==> config.mk <==
export PLATFORM = sky130hd
export DESIGN_NAME = farm_sensor
export DESIGN_NICKNAME = d
export VERILOG_FILES = /design/src/rtl/farm_sensor.sv
export SDC_FILE = /design/constraint.sdc
export NUM_CORES = 1
export LEC_CHECK = 0
export BUFFER_PORTS_ARGS = -buffer_cell sky130_fd_sc_hd__clkbuf_2
export CAP_MARGIN = 20
export CORE_MARGIN = 3
export CORE_UTILIZATION = 35
export DETAILED_ROUTE_END_ITERATION = 7
export GPL_ROUTABILITY_DRIVEN = 1
export PLACE_DENSITY_LB_ADDON = 0.25
export SLEW_MARGIN = 5
export SYNTH_ARGS = -nofsm -noshare
export SYNTH_HDL_FRONTEND = slang
export SYNTH_SLANG_ARGS = --single-unit
==> constraint.sdc <==
create_clock -name clock -period 1.5 [get_ports clock]
set_input_delay 0.15 -clock clock [delete_from_list [all_inputs] [get_ports clock]]
set_output_delay 0.15 -clock clock [all_outputs]
set_load 0.05 [all_outputs]
==> src/rtl/farm_sensor.sv <==
// farm_sensor: conditions the raw farm-road loop sensor for the traffic light
// controller. A two-flop synchronizer feeds a four-state FSM that debounces
// arrivals, latches the car-waiting request C and releases it once the farm
// road has had green and the loop has been clear for HOLD samples.
// Optional feature macro: CAR_COUNT_EN adds the saturating car_count output.
module farm_sensor #(
    parameter int unsigned DEBOUNCE = 4,
    parameter int unsigned HOLD     = 3
) (
    input  logic       clock,
    input  logic       reset,
    input  logic       sense,
    input  logic       FG,
    output logic       C
`ifdef CAR_COUNT_EN
    ,
    output logic [7:0] car_count
`endif
);

    if (DEBOUNCE < 1 || DEBOUNCE > 255) begin : g_bad_debounce
        $error("farm_sensor: DEBOUNCE must be in 1..255");
    end
    if (HOLD < 1 || HOLD > 255) begin : g_bad_hold
        $error("farm_sensor: HOLD must be in 1..255");
    end

    localparam logic [1:0] ST_IDLE    = 2'd0;
    localparam logic [1:0] ST_QUALIFY = 2'd1;
    localparam logic [1:0] ST_REQUEST = 2'd2;
    localparam logic [1:0] ST_SERVE   = 2'd3;

    localparam logic [7:0] DEB_LIM  = 8'(DEBOUNCE);
    localparam logic [7:0] HOLD_LIM = 8'(HOLD - 1);

    logic [1:0] sync_q;
    logic       s_sync;
    logic [1:0] state_q, state_d;
    logic [7:0] cnt_q, cnt_d;
    logic       c_q, c_d;

    // Two-flop synchronizer for the asynchronous loop-sensor level.
    always_ff @(posedge clock) begin
        // NOTE: sequential state uses non-blocking assignments so every flop
        // samples pre-edge values; blocking here would collapse the two stages.
        if (reset) begin
            sync_q <= 2'b00;
        end else begin
            sync_q <= {sync_q[0], sense};
        end
    end

    assign s_sync = sync_q[1];

    // Next-state logic: debounce in QUALIFY, hold request, gap timing in SERVE.
    always_comb begin
        // NOTE: every output of this block gets a default first, so no path
        // leaves a value unassigned and no latch is inferred.
        state_d = state_q;
        cnt_d   = cnt_q;
        c_d     = c_q;
        case (state_q)
            ST_IDLE: begin
                if (s_sync) begin
                    state_d = ST_QUALIFY;
                    cnt_d   = 8'd1;
                end
            end
            ST_QUALIFY: begin
                if (!s_sync) begin
                    state_d = ST_IDLE;
                    cnt_d   = 8'd0;
                end else if (cnt_q == DEB_LIM) begin
                    state_d = ST_REQUEST;
                    c_d     = 1'b1;
                end else begin
                    cnt_d = cnt_q + 8'd1;
                end
            end
            ST_REQUEST: begin
                // Request is latched; the loop level is ignored until served.
                if (FG) begin
                    state_d = ST_SERVE;
                    cnt_d   = 8'd0;
                end
            end
            ST_SERVE: begin
                if (!FG) begin
                    // Controller moved on; a car still present re-qualifies.
                    state_d = ST_IDLE;
                    cnt_d   = 8'd0;
                    c_d     = 1'b0;
                end else if (s_sync) begin
                    cnt_d = 8'd0;
                end else if (cnt_q == HOLD_LIM) begin
                    state_d = ST_IDLE;
                    cnt_d   = 8'd0;
                    c_d     = 1'b0;
                end else begin
                    cnt_d = cnt_q + 8'd1;
                end
            end
            default: begin
                state_d = ST_IDLE;
                cnt_d   = 8'd0;
                c_d     = 1'b0;
            end
        endcase
    end

    // FSM, shared counter and request registers.
    always_ff @(posedge clock) begin
        if (reset) begin
            state_q <= ST_IDLE;
            cnt_q   <= 8'd0;
            c_q     <= 1'b0;
        end else begin
            state_q <= state_d;
            cnt_q   <= cnt_d;
            c_q     <= c_d;
        end
    end

    assign C = c_q;

`ifdef CAR_COUNT_EN
    logic       qualify_done;
    logic [7:0] car_count_q;

    assign qualify_done = (state_q == ST_QUALIFY) && s_sync && (cnt_q == DEB_LIM);

    // Saturating count of qualified requests, cleared only by reset.
    always_ff @(posedge clock) begin
        if (reset) begin
            car_count_q <= 8'd0;
        end else if (qualify_done && (car_count_q != 8'hFF)) begin
            car_count_q <= car_count_q + 8'd1;
        end
    end

    assign car_count = car_count_q;
`endif

endmodule

* After elaboration in Yosys (flattened, before gate mapping)
Index checks and enable logic that the tools add are counted.
** Cells by class
- Reductions and logical operators :: 5
- $add $sub $neg :: 1
- Mux-type cells :: 22
- Equality and inequality tests :: 13
** Operators by type and width (number)
- 2-to-1 mux 8 bit :: 7
- one-hot mux 8 bit (4 select lines) :: 1
- 2-to-1 mux 2 bit :: 7
- inequality test 3 bit (second input constant) :: 4
- AND reduction 5 bit :: 2
- adder 8 x 1 -> 8 bit (second input constant) :: 1
- equality test 8 x 2 -> 1 bit (second input constant) :: 1
- equality test 8 x 3 -> 1 bit (second input constant) :: 1
- inequality test 2 bit (second input constant) :: 4
- one-hot mux 2 bit (4 select lines) :: 1
- 2-to-1 mux 1 bit :: 5
- equality test 2 bit (second input constant) :: 2
- AND reduction 3 bit :: 1
- equality test 2 x 1 -> 1 bit (second input constant) :: 1
- zero test 2 bit :: 1
- one-hot mux 1 bit (2 select lines) :: 1
- nonzero test 2 bit :: 1
** Word-level totals
- Output and inout port bits :: 1
- Register bits after elaboration :: 13
- Input port bits :: 4
- Logic and storage cells :: 45

* Logic depth before layout (Yosys ltp)
Gate-level depths: netlist of the first run.
- Word-level depth :: 5
- Gate-level depth with buffers :: 6
- Gate-level depth less buffers :: 6

* Worst setup path before layout of the first run
No wires, ideal clock.
- Path kind :: reg-to-reg
- Start :: register cnt_q[0]
- End :: register cnt_q[3]
- Setup time :: 66 ps
- Arrival time :: 1578 ps
- Path buffers :: 0
- Data required time :: 1434 ps
- Path slack :: -144 ps
- Clock period less this slack :: 1644 ps
- Stages on the path, launching flop included :: 7
- Cells stage by stage :: dfxtp_1 -> inv_1 -> ha_1 -> nor4bb_2 -> and3_4 -> or4_4 -> a21oi_2
** On the way
- Longest elaborated chain between the ends :: 5
- Elaborated cells on any way between the ends :: 11
- Those cells by class :: add/sub (1); eq/ne (3); mux (6); reduce/logical (1)
** Ends and longest elaborated chain
- start, declared :: line 39 : logic [7:0] cnt_q, cnt_d;
- start signal, assigned :: line 119 : cnt_q <= cnt_d;
- adder 8 x 1 -> 8 bit / equality test 8 x 2 -> 1 bit (equally long branches) :: line 77, 100, 95
- 2-to-1 mux 8 bit :: line 95 : end else if (cnt_q == HOLD_LIM) begin
- 2-to-1 mux 8 bit :: line 93 : end else if (s_sync) begin
- 2-to-1 mux 8 bit :: line 88 : if (!FG) begin
- one-hot mux 8 bit (4 select lines) :: line 62 : case (state_q)
Several ways; a longest one is shown, not always the timed one. The select of a mux whose other input is x is not followed.
A chain may end at the register's enable or synchronous reset.

* Worst setup path after layout of the first run
- Start :: register cnt_q[1]
- End :: register cnt_q[3]
Same word-level chain as after synthesis.

==> summary.md, run 1 <==
| Metric | Value |
|---|---|
| Net Sw Frac | `25.04%` |
| Power consumption | `656.3 uW` |
| Diodes inserted | `0` |
| Die ar. | `0.002741 sq mm` |
| Synth Register Bits | `13` |
| Register Area | `266.5 sq um` |
| Fraction of registers with async set/reset | `0%` |
| Post-synthesis instance area | `752.0 sq um` |
| Setup Skew | `0.003922 ns` |
| Fillers | `203` |
| GPL Wtd Cong | `0.8008` |
| Starting density of the core | `37.56%` |
| Worst skew pair latency | `0.28 ns` |
| Die Span Y | `52.35 um` |
| P_leak | `0.0003618 uW` |
| H-tree levels | `1` |
| PD cells | `665.6 mW/mm^2` |
| Clk pin slew, worst setup/hold paths | `0.08 ns` |
| Max Cap Viol | `0` |
| Final period util | `101.2%` |
| Outcome | `complete, but fails checks` |
| Yosys top cell by area | `dfxtp_1` |
| Measured slew at the worst slew-check pin | `0.3652 ns` |
| Commonest cells post-synth | `13 x dfxtp_1, 6 x o21ai_0, 5 x a21oi_1, 5 x nor2b_1, 4 x inv_1` |
| First DRT Iteration DRCs | `11` |
| Dpl hpwl | `1.297 mm` |
| GRT Residual Overflow | `0` |
| First-pass GRT wire length | `2.946 mm` |
| Critical Path RT | `1.72 ns` |
| Unique masters post-synth | `36` |
| TritonCTS Buffers | `3` |
| Minimum clock period | `1.518 ns` |
| Vias/cell | `5.352` |
| DRT Pass-1 Iters | `5` |
| Multi-input logic area | `508.0 sq um` |
| Worst Setup End Kind | `register` |
| Min-Delay Path Class | `in2reg` |
| Yosys warnings | `0` |
| Dpl cell area | `895.9 sq um` |
| Post-route cell area | `985.9 sq um` |
| Vias | `685` |
| Routed Antenna Nets | `0` |
| Clock Tree Buf Depth | `2` |
| Worst vdd ir | `0.4364 mV` |
| Sequential share of the synthesized area | `34.61%` |
| Max Freq | `658.8 MHz` |
| Dominant cell by count in the synthesized netlist | `dfxtp_1` |
| Dominant synthesized flop cell | `dfxtp_1` |
| P_int | `491.9 uW` |
| Cells after synthesis | `80` |
| Endpoints failing hold | `0` |
| TritonCTS clock tree | `yes` |
| Seq pwr share | `54.9%` |
| Vias in the first global route | `681` |
| Gate power share | `11.4%` |
| Initial antenna violation count | `0` |
| Nets@finish | `109` |
| CTS root buf | `clkbuf_4` |
| Fin worst setup slack | `-0.01785 ns` |
| Critical-path maximum fanout | `6` |
| Fin. max-slew vios | `0` |
| # rows | `16` |
| Die width | `52.35 um` |
| I/O pin cnt | `5` |
| Gr usage total | `14.84%` |
| # port buffers | `4` |
| Avg Inst Size Synth | `9.400 sq um` |
| P_sw | `164.3 uW` |
| Drt drc | `0` |
| Critical Path AT | `1.74 ns` |
| Clk sinks | `13` |
| EDFF count, synth | `0` |
| RSZ-0062 raised after global routing | `true` |
| Worst Setup Start Kind | `register` |
| Post-Route WL | `1.712 mm` |
| WL/cell | `13.38 um` |
| P&R area growth vs syn | `31.11%` |
| Layout cell share with drive strength beyond 1 | `45.54%` |
| Synth area leaders | `dfxtp_1 35%, ha_1 5.0%, nor2b_1 4.2%, o21ai_0 4.0%, a21oi_1 3.3%` |
| Largest net degree at the start of global routing | `9` |
| Crit Path Class | `reg2reg` |
| Core box area | `0.002002 sq mm` |
| Failing checks | `setup timing` |
| Slew HR | `75.65%` |
| Synth top area share | `34.61%` |
| Syn Nets | `87` |
| Endpoints failing setup | `1` |
| Clock share of power | `33.7%` |
==> state kept, by name, summed over array words and instances, names as in the netlist, named ones only <==
name / flops
cnt_q: 8
sync_q: 2
state_q: 1
C: 1
==> cells by family after synthesis <==
| kind of cell | Yosys count | synth area share (%) |
|---|---|---|
| AO/OA/AOI/OAI | 26 | 24.63 |
| XOR/XNOR | 2 | 2.330 |
| buffers and inverters | 6 | 4.492 |
| adder cells (fa/ha/maj) | 3 | 4.992 |
| AND/OR/NAND/NOR | 29 | 27.45 |
| flip-flops | 13 | 34.61 |
| multiplexers | 1 | 1.497 |
==> timing repair <==
item / in CTS / in global routing
pin swaps: 6 / 9
hold endpoints to repair: 0 / 0
buffers inserted: 1 / 1
setup endpoints to repair: 11 / 11
hold buffers: 0 / 0
resized for setup: 7 / 8
==> power groups by stage <==
stage          Clock, uW  Combinational, uW  Sequential, uW
4_1_cts              229               67.7             360
5_1_grt              250               80.8             362
6_report             221               74.8             360
3_3_place_gp           0               64.9             368
2_1_floorplan          0               44.2             366
3_5_place_dp           0               66.0             368
==> worst max-delay path, cell delays in order, from the launching register on <==
cell	delay, ns
dfxtp_2	0.36
inv_2	0.04
ha_2	0.15
nor4bb_4	0.16
and3_4	0.20
or4_4	0.41
a21oi_2	0.13
==> layout by cell type (no fill, tap or decap), drive strengths merged, types with 3 or more instances in the layout <==
cell type / instances
dfxtp: 13
o21ai: 6
clkbuf: 8
nand3: 3
nand2: 3
a211oi: 3
nor2: 4
a31oi: 3
ha: 3
buf: 15
inv: 4
nor2b: 5
a21oi: 6
==> path summary, 6_finish.rpt <==
check | start | end | slack [ns] | depth (start not counted)
setup / recovery | cnt_q[1]$_SDFFE_PP0P_ | cnt_q[3]$_SDFFE_PP0P_ | -0.02 | 6
hold reg to reg | sync_q[0]$_SDFF_PP0_ | sync_q[1]$_SDFF_PP0_ | 0.47 | 1
hold / removal | sense | sync_q[0]$_SDFF_PP0_ | 0.09 | 2
setup reg to reg | cnt_q[1]$_SDFFE_PP0P_ | cnt_q[3]$_SDFFE_PP0P_ | -0.02 | 6
==> final cells by class <==
| class | instances | share of cell area, % |
|---|---|---|
| Multi-Input combinational cell | 61 | 51.52 |
| Sequential cell | 13 | 27.03 |
| Timing Repair Buffer | 19 | 13.83 |
| Tap cell | 27 | 3.426 |
| Clock buffer | 4 | 2.665 |
| Inverter | 4 | 1.523 |
==> per-stage QoR <==
step           instances  setup WS, ns  setup TNS (ns)  util, %  hold WS, ns
3_3_place_gp         122      -0.04014         -0.2333    44.75       0.3588
2_1_floorplan         80       0.02595               0        -       0.2153
6_report             128      -0.01785        -0.01785    49.25      0.09445
5_1_grt              128      -0.07416         -0.4676    49.25      0.09034
4_1_cts              127      -0.03439        -0.03439    47.81      0.09512
3_5_place_dp         122       -0.1432          -1.051    44.75       0.3891
==> metal layers <==
metal	part of all wire, %	GRT usage, %
met1	47	18.13
met2	48	23.76
met3	2.8	3.419
met4	1.8	8.085
met5	0	0
Note: power is estimated with default switching activity, not from simulation.
==> inputs of run 2 (changes only) <==
CTS_BUF_LIST = sky130_fd_sc_hd__clkbuf_16   (was unset)
GPL_TIMING_DRIVEN = 0   (was unset)
==> summary.md, run 2 (synthesis results as in run 1) <==
| Metric | Value |
|---|---|
| First-pass GRT wire length | `2.960 mm` |
| Die Span Y | `52.35 um` |
| PD cells | `886.8 mW/mm^2` |
| Max Cap Viol | `0` |
| Hold path depth | `2` |
| Most frequent cells in the layout | `10 x dfxtp_1, 7 x buf_4` |
| # hold bufs at CTS | `0` |
| Routed Antenna Nets | `0` |
| Min-Delay Path Class | `in2reg` |
| Vias in the first global route | `707` |
| Post-Route WL | `1.936 mm` |
| # rows | `16` |
| TritonCTS Buffers | `3` |
| Critical path depth | `6` |
| Critical Path RT | `1.68 ns` |
| Diodes inserted | `0` |
| RSZ-0062 raised after global routing | `true` |
| Clock Tree Buf Depth | `2` |
| Max reg flops | `8` |
| Critical-path maximum fanout | `6` |
| WL/cell | `15.61 um` |
| Leading cell type in the layout, fill and taps excluded | `dfxtp_1` |
| Worst Setup Start Kind | `register` |
| Critical Path AT | `1.68 ns` |
| Outcome | `completed` |
| Hold wc startpoint | `sense` |
| Dpl hpwl | `1.161 mm` |
| Core box area | `0.002002 sq mm` |
| Setup Skew | `0.004381 ns` |
| Drt drc | `0` |
| Initial antenna violation count | `0` |
| Largest net degree at the start of global routing | `11` |
| Worst reg2reg path startpoint | `cnt_q[1]$_SDFFE_PP0P_` |
| Clk pin slew, worst setup/hold paths | `0.05 ns` |
| P&R area growth vs syn | `44.59%` |
| Worst Setup End Kind | `register` |
| Layout cell share with drive strength beyond 1 | `48.45%` |
| Met2 GRT Util | `22.73%` |
| TritonCTS clock tree | `yes` |
| Flop-to-flop setup slack | `0.002 ns` |
| Multi-input logic area | `573.1 sq um` |
| Vias | `679` |
| Endpoints failing setup | `0` |
| Largest regs | `cnt_q: 8 flops, sync_q: 2 flops` |
| Grt met1 use | `16.75%` |
| Buf+Inv Stages, Crit Path | `1` |
| Slowest cell delay on critical path | `0.42 ns` |
| # port buffers | `4` |
| Nets@finish | `105` |
| Fin. max-slew vios | `0` |
| First DRT Iteration DRCs | `7` |
| Endpoints failing hold | `0` |
| Largest register by flop count | `cnt_q` |
| Setup TNS | `0 ns` |
| Max Freq | `667.4 MHz` |
| Met3 usage | `4.274%` |
| CP Cell Sequence | `inv_2, ha_2, nor4bb_4, and3_4, or4_4, a21oi_2` |
| Die ar. | `0.002741 sq mm` |
| Worst path top cell family by delay | `simple AND/OR/NAND/NOR gates` |
| DRT Pass-1 Iters | `4` |
| Crit Path Class | `reg2reg` |
| Hold EP | `sync_q[0]$_SDFF_PP0_` |
| GRT Residual Overflow | `0` |
| Register Area | `266.5 sq um` |
| Measured slew at the worst slew-check pin | `0.3885 ns` |
| Starting density of the core | `37.56%` |
| Worst r2r path cells | `6` |
| R2r endpoint | `cnt_q[3]$_SDFFE_PP0P_` |
| Global route hottest layer | `met2` |
| Final period util | `99.89%` |
| Fin worst setup slack | `0.001587 ns` |
| Gr usage total | `14.90%` |
| Vias/cell | `5.476` |
| Worst skew pair latency | `0.25 ns` |
| Slew HR | `74.01%` |
| Die width | `52.35 um` |
| CTS root buf | `clkbuf_16` |
| Clk sinks | `13` |
| Critical-path top delay cell | `or4_4` |
| Post-Place Worst Slack | `-0.3131 ns` |
| GPL Wtd Cong | `0.8435` |
| H-tree levels | `1` |
| Power consumption | `964.2 uW` |
| I/O pin cnt | `5` |
| P_leak | `0.0003832 uW` |
| Minimum clock period | `1.498 ns` |
| Fillers | `172` |
| Worst vdd ir | `0.6907 mV` |
run 2: changes by cell type in the layout (fill, tap and decap cells not counted), sizes merged:
cell,delta
buf,-4
inv,+1
clkbuf,-1
run 2: metal layers:
metal / vias to the layer above / share of wire [%] / routed length (um)
met1: 327 / 47 / 901
met3: 4 / 2.8 / 54
met2: 12 / 49 / 939
met5: - / 0 / 0
li1: 336 / - / -
met4: 0 / 2.1 / 40
run 2: how the worst max path moves through the flow:
stage	startpoint	endpoint	slack [ns]
after floorplan	cnt_q[0]$_SDFFE_PP0P_	cnt_q[3]$_SDFFE_PP0P_	0.03
after global placement	cnt_q[0]$_SDFFE_PP0P_	cnt_q[5]$_SDFFE_PP0P_	-0.26
after detailed placement	cnt_q[0]$_SDFFE_PP0P_	cnt_q[5]$_SDFFE_PP0P_	-0.31
after CTS	cnt_q[0]$_SDFFE_PP0P_	cnt_q[3]$_SDFFE_PP0P_	-0.03
after global routing	cnt_q[1]$_SDFFE_PP0P_	cnt_q[3]$_SDFFE_PP0P_	-0.07
final	cnt_q[1]$_SDFFE_PP0P_	cnt_q[3]$_SDFFE_PP0P_	0.002
run 2: layout make-up:
class / instances / area share [%]
buffer: 2 / 1.726
clock buffer: 3 / 6.905
clock inverter: 1 / 0.3452
inverter: 4 / 1.611
multi-input combinational: 61 / 52.70
sequential: 13 / 24.51
tap: 27 / 3.107
timing repair buffer: 13 / 9.091
run 2: report_power, final:
part	switching (uW)	internal, uW	leakage (uW)
clock	155	352	0.0000423
sequential	5.93	354	0.000107
combinational	50.9	45.5	0.000234
total	212	752	0.000383
run 2: through the flow:
step | cells | hold slack, ns | cell area (sq um) | util (%)
after floorplan | 80 | 0.2153 | 763.2 | -
after global routing | 124 | 0.1298 | 1087 | 54.31
after detailed placement | 111 | 0.3672 | 817.0 | 40.81
after CTS | 120 | 0.1168 | 967.2 | 48.31
final | 124 | 0.1140 | 1087 | 54.31
after global placement | 111 | 0.3714 | 817.0 | 40.81
run 2: timing repair:
item	in CTS	in global routing
endpoints found under the setup margin	11	11
cloned	0	0
setup buffers	5	4
resized for setup	8	22
pin swaps	3	10
